$ cat src/rtl/ssd_pkg.sv
// Shared types, defaults and digit helpers for the seven-segment scan controller.
package ssd_pkg;

    localparam int NUM_DIGITS          = 4;
    localparam int DIGIT_W             = 4;
    localparam int DEFAULT_REFRESH_DIV = 100000;
    localparam int DEFAULT_CNT_W       = 17;

    typedef logic [1:0]  digit_sel_t;
    typedef logic [15:0] disp_word_t;

    function automatic logic [DIGIT_W-1:0] nibble_of(input disp_word_t word, input digit_sel_t idx);
        logic [DIGIT_W-1:0] nib;
        case (idx)
            2'd0:    nib = word[3:0];
            2'd1:    nib = word[7:4];
            2'd2:    nib = word[11:8];
            2'd3:    nib = word[15:12];
            default: nib = 4'h0;
        endcase
        return nib;
    endfunction

    // A digit is a leading zero when it and every higher nibble are zero; digit 0 always shows.
    function automatic logic lead_zero_blank(input disp_word_t word, input digit_sel_t idx);
        logic blank;
        case (idx)
            2'd3:    blank = (word[15:12] == 4'h0);
            2'd2:    blank = (word[15:8]  == 8'h00);
            2'd1:    blank = (word[15:4]  == 12'h000);
            default: blank = 1'b0;
        endcase
        return blank;
    endfunction

endpackage

$ cat src/rtl/ssd_refresh_prescaler.sv
// Refresh divider: counts 0..DIV-1 while enabled and flags the last count as a tick.
module ssd_refresh_prescaler #(
    parameter int DIV   = 100000,
    parameter int CNT_W = 17
) (
    input  logic clk,
    input  logic rst,
    input  logic en,
    input  logic clear,
    output logic tick
);

    localparam logic [CNT_W-1:0] LAST = CNT_W'(DIV - 1);

    logic [CNT_W-1:0] count_r;
    logic [CNT_W-1:0] count_next_s;

    assign tick = en & (count_r == LAST);

    // Next count: clear wins, wrap after the last count, hold when disabled.
    always_comb begin
        count_next_s = count_r;
        if (clear) begin
            count_next_s = {CNT_W{1'b0}};
        end else if (tick) begin
            count_next_s = {CNT_W{1'b0}};
        end else if (en) begin
            count_next_s = count_r + CNT_W'(1);
        end else begin
            count_next_s = count_r;
        end
    end

    // Count register.
    always_ff @(posedge clk or posedge rst) begin
        if (rst) begin
            count_r <= {CNT_W{1'b0}};
        end else begin
            count_r <= count_next_s;
        end
    end

endmodule

$ cat src/rtl/ssd_scan_ctrl.sv
// Four-digit seven-segment scan controller with frame-synchronous double buffering.
// Optional build macro: SSD_LEADING_ZERO_BLANK_EN (blank leading zero digits 3..1).
module ssd_scan_ctrl
    import ssd_pkg::*;
#(
    parameter int REFRESH_DIV = DEFAULT_REFRESH_DIV,
    parameter int CNT_W       = DEFAULT_CNT_W
) (
    input  logic        clk,
    input  logic        rst,
    input  logic        en,
    input  logic        load,
    input  logic [15:0] value,
    output logic [3:0]  num,
    output logic [1:0]  sel,
    output logic        digit_blank,
    output logic        pending,
    output logic        frame_done
);

    logic               tick_s;
    logic               boundary_s;

    disp_word_t         staging_r;
    disp_word_t         display_r;
    digit_sel_t         sel_r;
    logic [DIGIT_W-1:0] num_r;
    logic               blank_r;
    logic               pending_r;
    logic               frame_done_r;

    disp_word_t         staging_next_s;
    disp_word_t         display_next_s;
    digit_sel_t         sel_next_s;
    logic [DIGIT_W-1:0] num_next_s;
    logic               blank_next_s;
    logic               pending_next_s;

    ssd_refresh_prescaler #(
        .DIV   (REFRESH_DIV),
        .CNT_W (CNT_W)
    ) u_prescaler (
        .clk   (clk),
        .rst   (rst),
        .en    (en),
        .clear (~en),
        .tick  (tick_s)
    );

    assign boundary_s = tick_s & (sel_r == 2'd3);

    // Buffer update: a boundary promotes staging (or a same-cycle load directly), otherwise load stages.
    always_comb begin
        staging_next_s = staging_r;
        display_next_s = display_r;
        pending_next_s = pending_r;
        if (boundary_s) begin
            if (load) begin
                staging_next_s = value;
                display_next_s = value;
                pending_next_s = 1'b0;
            end else if (pending_r) begin
                display_next_s = staging_r;
                pending_next_s = 1'b0;
            end else begin
                pending_next_s = 1'b0;
            end
        end else if (load) begin
            staging_next_s = value;
            pending_next_s = 1'b1;
        end else begin
            pending_next_s = pending_r;
        end
    end

    // Digit sequencing: num is looked up from the post-transfer word so sel=0 shows new data.
    always_comb begin
        sel_next_s = sel_r;
        num_next_s = num_r;
        if (tick_s) begin
            sel_next_s = sel_r + 2'd1;
            num_next_s = nibble_of(display_next_s, sel_r + 2'd1);
        end else begin
            sel_next_s = sel_r;
            num_next_s = num_r;
        end
    end

    // Blanking decision, registered alongside num and sel.
    always_comb begin
        blank_next_s = 1'b1;
        if (!en) begin
            blank_next_s = 1'b1;
        end else begin
`ifdef SSD_LEADING_ZERO_BLANK_EN
            blank_next_s = lead_zero_blank(display_next_s, sel_next_s);
`else
            blank_next_s = 1'b0;
`endif
        end
    end

    // State and output registers.
    always_ff @(posedge clk or posedge rst) begin
        if (rst) begin
            staging_r    <= 16'h0000;
            display_r    <= 16'h0000;
            sel_r        <= 2'd0;
            num_r        <= 4'h0;
            blank_r      <= 1'b1;
            pending_r    <= 1'b0;
            frame_done_r <= 1'b0;
        end else begin
            staging_r    <= staging_next_s;
            display_r    <= display_next_s;
            sel_r        <= sel_next_s;
            num_r        <= num_next_s;
            blank_r      <= blank_next_s;
            pending_r    <= pending_next_s;
            frame_done_r <= boundary_s;
        end
    end

    assign num         = num_r;
    assign sel         = sel_r;
    assign digit_blank = blank_r;
    assign pending     = pending_r;
    assign frame_done  = frame_done_r;

endmodule

$ cat config.mk
export PLATFORM = sky130hd
export DESIGN_NAME = ssd_scan_ctrl
export DESIGN_NICKNAME = d
export VERILOG_FILES = /design/src/rtl/ssd_pkg.sv /design/src/rtl/ssd_refresh_prescaler.sv /design/src/rtl/ssd_scan_ctrl.sv
export SDC_FILE = /design/constraint.sdc
export NUM_CORES = 1
export LEC_CHECK = 0
export BUFFER_PORTS_ARGS = -buffer_cell sky130_fd_sc_hd__buf_2
export CORE_AREA = 2 2 117 62
export DETAILED_ROUTE_END_ITERATION = 8
export DIE_AREA = 0 0 119 64
export GPL_ROUTABILITY_DRIVEN = 0
export PLACE_DENSITY = 0.68
export SYNTH_ARGS = -nofsm -noshare
export SYNTH_HDL_FRONTEND = slang
export SYNTH_SLANG_ARGS = --single-unit
$ cat constraint.sdc
create_clock -name clk -period 2.94 [get_ports clk]
set_input_delay 0.147 -clock clk [delete_from_list [all_inputs] [get_ports clk]]
set_output_delay 0.147 -clock clk [all_outputs]
set_load 0.01 [all_outputs]
==> results of run 1 <==
-- power by group through the flow --
stage	logic, W	clock network [W]	registers (W)
2_1_floorplan	0.0000624	0	0.000850
6_report	0.0000947	0.00102	0.000840
3_5_place_dp	0.0000953	0	0.000854
5_1_grt	0.000107	0.00107	0.000843
3_3_place_gp	0.0000918	0	0.000852
4_1_cts	0.0000967	0.00103	0.000840
-- kinds of logic after synthesis --
family                     count (synthesis)  synth area share [%]
and+or+nand+nor                           90                 17.97
adders and majority gates                  6                 2.592
xor gates and xnor gates                  16                 4.838
DFF                                       58                 50.15
buffers and inverters                     19                 3.369
AOI/OAI and AO/OA                         60                 13.30
muxes                                     19                 7.775
-- per-layer routing --
layer	track usage [%]	up-vias	wire [µm]
met5	0	-	0
met4	8.482	0	142
met3	6.339	18	398
met2	29.38	92	3057
met1	21.78	1056	2851
li1	-	1036	-
-- registers in the layout (all words and copies together), names as in the netlist --
register,count
staging_r,16
num,4
u_prescaler.count_r,17
digit_blank,1
frame_done,1
display_r,16
sel,2
pending,1
-- repair_timing --
| action | in CTS | in global routing |
|---|---|---|
| setup endpoints to repair | 0 | 0 |
| endpoints found under the hold margin | 33 | 0 |
| hold buffers | 1 | 0 |
-- per-stage QoR --
step                      hold WS (ns)  power (W)
after floorplan                 0.1732  0.0009121
after global placement          0.3010  0.0009438
after detailed placement        0.3281  0.0009490
after CTS                     0.007969   0.001969
after global routing           0.01250   0.002024
final                          0.01121   0.001953
-- layout by cell type (no fill, tap or decap), types with 3 or more instances in the layout --
cell type,instances
a21oi_2,4
nand3_1,6
xor2_1,10
or3_1,4
o21ai_0,6
buf_4,3
ha_1,6
clkbuf_16,9
a21oi_1,18
nor2_1,24
and2_1,4
dfrtp_1,57
and4_1,3
clkinv_2,3
xnor2_1,6
and3_1,3
a31oi_1,3
nand4_1,3
mux2_4,3
mux2_2,16
inv_1,9
a221oi_1,4
buf_2,28
o22ai_1,16
nand2_1,22
-- worst paths after layout --
| path | slack [ns] | endpoint | depth (start not counted) | from |
|---|---|---|---|---|
| worst max-delay path | 0.47 | num[0] | 6 | u_prescaler.count_r[0] |
| worst min-delay path | 0.01 | digit_blank | 2 | en |
| worst max register to register | 0.47 | num[0] | 6 | u_prescaler.count_r[0] |
| worst min register to register | 0.49 | u_prescaler.count_r[0] | 1 | u_prescaler.count_r[0] |
| max in group asynchronous | 1.76 | num[1] | 4 | rst |
| min in group asynchronous | 0.50 | u_prescaler.count_r[10] | 3 | rst |
-- final cells by class --
type / instances / area share [%]
well taps: 92 / 3.366
flip-flops and latches: 58 / 42.48
inverters: 10 / 1.098
multi-input cells: 191 / 39.37
repair buffers: 32 / 5.049
clock buffers: 9 / 6.586
clock inverters: 7 / 2.049
==> impl_metrics.json, run 1 <==
{
  "yosysTopAreaCellShare_pct": 49.24,
  "antenna_cells": 0,
  "power_switching_share_pct": 22.19,
  "synth_common_cells": "dfrtp_1, nor2_1, nand2_1, a21oi_1",
  "grt_max_degree": 37,
  "first_pass_iters": 5,
  "rsz0062_at_grt": "no",
  "relSlewSlack_pct": 50.69,
  "cts_tree": "built",
  "cp-start-kind": "flip-flop",
  "dp_cells": 382,
  "vias_per_cell": 5.519,
  "power_density_nw_per_um2": 571.0,
  "synthMostInstantiatedCell": "dfrtp_1",
  "slew_viol_final": 0,
  "leakagePower_nw": 1.571,
  "start_util_pct": 44.27,
  "cts_buffer_depth": 2,
  "synth_edf_count": 0,
  "dieArea_um2": 7616,
  "ys_ff_latch": 58,
  "critPathCaptureType": "flip-flop",
  "vias": 2202,
  "dpl_worst_slack_ns": 0.5888,
  "nNetsFinal": 328,
  "grt_antenna_before_repair": 0,
  "ys_async_sr_fraction_pct": 100.0,
  "crit_family": "simple AND/OR/NAND/NOR gates",
  "worstMarginPinSlew_ns": 0.7386,
  "grt_overflow": 0,
  "cp_num_buf_inv": 0,
  "p_seq_share_pct": 43.0,
  "setup_slack_ns": 0.4667,
  "root_buffer": "clkbuf_16",
  "cts_post_setup_buffers_inserted": 0,
  "yosys.area.top_type": "dfrtp_1",
  "drt_iter0_markers": 168,
  "max_stage_delay_ns": 0.57,
  "num_rows": 21,
  "groute.usage.overall_pct": 18.08,
  "portBuffers": 28,
  "syn_avg_cell_area_um2": 10.81,
  "pwr-share-clk_pct": 52.1,
  "slowest_stage": "a2111oi_0",
  "cts_resized": 0,
  "intPower_w": 0.001519,
  "min_path_type": "in2reg",
  "fin_util_pct": 52.27,
  "synth_area_leaders": "dfrtp_1, mux2_2, o22ai_1",
  "fmax_ghz": 0.4043,
  "ir_drop_mv": 0.2686,
  "synth_nets": 294,
  "comb_power_share_pct": 4.9,
  "clock_sinks": 58,
  "multi_input_comb_area_um2": 1346,
  "seq_area_um2": 1453,
  "max_cap_violations": 0,
  "worstSkewPairLatency_ns": 0.33,
  "finalInstanceArea_um2": 3420,
  "fin_skew_ns": 0.007938,
  "finalHoldViolations": 0,
  "syn_inst": 268,
  "fill_cells": 582,
  "finalCritPeriodShare_pct": 84.13,
  "wl_per_cell_um": 16.17,
  "setup_viol": 0,
  "finalSetupTns_ns": 0,
  "fin_crit_ns": 2.473,
  "arrival_ns": 2.66,
  "post-dp-hpwl_um": 4531,
  "io_pins": 29,
  "critPathMaxFanout": 11,
  "synth-seq-area-share_pct": 50.15,
  "fp.dieH_um": 64,
  "crit_type": "reg2reg",
  "yosysUniqueCellTypes": 51,
  "htree_levels": 3,
  "antenna_left": 0,
  "switchingPower_w": 0.0004333,
  "drive_gt1_share_pct": 28.01,
  "die_w_um": 119,
  "fp.coreArea_um2": 6543,
  "clk_pin_slew_worst_paths_ns": 0.05,
  "synth_ff_type": "dfrtp_1",
  "cts_buffers": 9,
  "yosys_warnings": 0,
  "placed_area_um2": 3114,
  "timing.critical_path.cells": "ha_1 -> and4_4 -> and4_1 -> nand2_2 -> a2111oi_0 -> a21oi_1",
  "grt_pass1_wl_um": 10680,
  "syn_area_um2": 2897,
  "worstPathRequired_ns": 3.13,
  "status": "complete, no violations",
  "wirelength_um": 6450,
  "stdcell_count": 399,
  "drc": 0,
  "syn_to_final_growth_pct": 18.06,
  "grt_pass1_vias": 2284
}
Power figures use the tool's default switching activity.
==> inputs of run 2 (changes only) <==
==> constraint.sdc (replaced) <==
create_clock -name clk -period 2.5 [get_ports clk]
set_input_delay 0.125 -clock clk [delete_from_list [all_inputs] [get_ports clk]]
set_output_delay 0.125 -clock clk [all_outputs]
set_load 0.01 [all_outputs]
==> run 2 against run 1 <==
Net effect: die area stayed put; flip-flop and latch count stayed put; largest power group unchanged; cell count is 1.0% higher; non-clock buffer count is 4 higher; final area is 2.4% higher; setup slack worse by 0.29 ns; fmax is 6.5% higher; largest cell class unchanged.
==> impl_metrics.json, run 2 (synthesis results as in run 1) <==
{
  "syn_to_final_growth_pct": 20.91,
  "htree_levels": 3,
  "finalSetupTns_ns": 0,
  "cp-startpoint": "u_prescaler.count_r[0]",
  "r2r_start": "u_prescaler.count_r[0]",
  "finalInstanceArea_um2": 3502,
  "cts_tree": "built",
  "clock_sinks": 58,
  "grt_pass1_wl_um": 10990,
  "critPathCaptureType": "flip-flop",
  "stdcell_count": 403,
  "setup_viol": 0,
  "vias": 2238,
  "largest_reg_flops": 17,
  "min_path_type": "in2reg",
  "antenna_left": 0,
  "placed_area_um2": 3137,
  "drc": 0,
  "fin_util_pct": 53.53,
  "worstSkewPairLatency_ns": 0.33,
  "cts_buffer_depth": 2,
  "grt_pass1_vias": 2320,
  "vias_per_cell": 5.553,
  "dp_cells": 385,
  "worstPathRequired_ns": 2.70,
  "wl_per_cell_um": 16.02,
  "finalHoldViolations": 0,
  "nNetsFinal": 332,
  "crit_family": "simple AND/OR/NAND/NOR gates",
  "groute.usage.overall_pct": 18.90,
  "root_buffer": "clkbuf_16",
  "post-dp-hpwl_um": 4404,
  "num_rows": 21,
  "final_common_cell": "dfrtp_1",
  "clk_pin_slew_worst_paths_ns": 0.05,
  "leakagePower_nw": 1.602,
  "max_cap_violations": 0,
  "drive_gt1_share_pct": 28.94,
  "cts_buffers": 9,
  "maxUsedRoutingLayer": "met4",
  "final_cell_mix": "dfrtp_1, buf_2, nor2_1",
  "fin_crit_ns": 2.323,
  "largest_register": "u_prescaler.count_r",
  "power_density_nw_per_um2": 717.0,
  "top_regs": "u_prescaler.count_r: 17 flops, display_r: 16 flops, staging_r: 16 flops",
  "finalCritPeriodShare_pct": 92.90,
  "portBuffers": 28,
  "cp-start-kind": "flip-flop",
  "met2_length_um": 3005,
  "r2r-end": "num[1]",
  "crit_type": "reg2reg",
  "relSlewSlack_pct": 50.58,
  "io_pins": 29,
  "grt_antenna_before_repair": 0,
  "worst-r2r-setup-slack_ns": 0.18,
  "wirelength_um": 6458,
  "grt_overflow": 0,
  "r2r_cells": 7,
  "cts_post_setup_buffers_inserted": 0,
  "fp.coreArea_um2": 6543,
  "slew_viol_final": 0,
  "slowest_stage": "a2111oi_1",
  "crit_path_end": "num[1]",
  "timing.critical_path.cells": "ha_1 -> and4_4 -> nand4_2 -> nor2_4 -> a21oi_2 -> a2111oi_1 -> a21oi_1",
  "start_util_pct": 44.27,
  "max_stage_delay_ns": 0.50,
  "grt_max_degree": 37,
  "fp.dieH_um": 64,
  "status": "complete, no violations",
  "arrival_ns": 2.52,
  "crit_cells": 7,
  "worstMarginPinSlew_ns": 0.7403,
  "dr_wl_met3_um": 363,
  "wirelength_met1_um": 2874,
  "critPathMaxFanout": 10,
  "dieArea_um2": 7616,
  "drt_iter0_markers": 141,
  "antenna_cells": 0,
  "fin_skew_ns": 0.006940,
  "first_pass_iters": 4,
  "die_w_um": 119,
  "ir_drop_mv": 0.2998,
  "fmax_ghz": 0.4306,
  "cp_num_buf_inv": 0,
  "rsz0062_at_grt": "no"
}
[run 2: where the power goes]
group | internal (W) | leakage, nW | total, W | switching, W
registers | 0.000971 | 0.758 | 0.000988 | 0.0000172
clock network | 0.000970 | 0.158 | 0.00141 | 0.000438
logic | 0.0000519 | 0.686 | 0.000115 | 0.0000633
[run 2: worst register-to-register path: stages, from the launching register on]
cell	delay [ns]
dfrtp_1	0.39
ha_1	0.22
and4_4	0.28
nand4_2	0.22
nor2_4	0.34
a21oi_2	0.12
a2111oi_1	0.50
a21oi_1	0.12
[run 2: timing repair]
item,in CTS,in global routing
endpoints found under the hold margin,34,0
gates resized for setup,0,2
hold buffers,2,0
setup endpoints to repair,0,1
[run 2: final cells by class]
cell class	instances	area, µm²
clock buffer	9	225.2
inverter	10	37.54
fill	569	3040
multi-input combinational	191	1349
clock inverter	7	117.6
sequential	58	1453
timing repair buffer	36	205.2
tap	92	115.1
[run 2: per-layer routing]
metal  vias up  GRT usage (%)
li1       1051              -
met1      1100          22.45
met2        65          30.17
met5         -              0
met4         0          8.929
met3        22          7.768
[run 2: metrics by stage]
| stage | hold slack (ns) | power [W] | setup slack (ns) |
|---|---|---|---|
| floorplan | 0.1512 | 0.001073 | 0.5029 |
| global placement | 0.2872 | 0.001114 | 0.3171 |
| detailed placement | 0.2940 | 0.001117 | 0.09132 |
| CTS | 0.02909 | 0.002537 | 0.06830 |
| global route | 0.03859 | 0.002604 | 0.003394 |
| finish | 0.03821 | 0.002511 | 0.1774 |
[run 2: worst min path at each step]
stage	startpoint	slack [ns]	cells after the start	to
after CTS	value[8]	0.03	2	staging_r[8]
after detailed placement	rst	0.29	2	u_prescaler.count_r[2]
after global placement	rst	0.29	2	u_prescaler.count_r[2]
after floorplan	en	0.15	1	digit_blank
final	value[8]	0.04	2	staging_r[8]
after global routing	value[8]	0.04	2	staging_r[8]
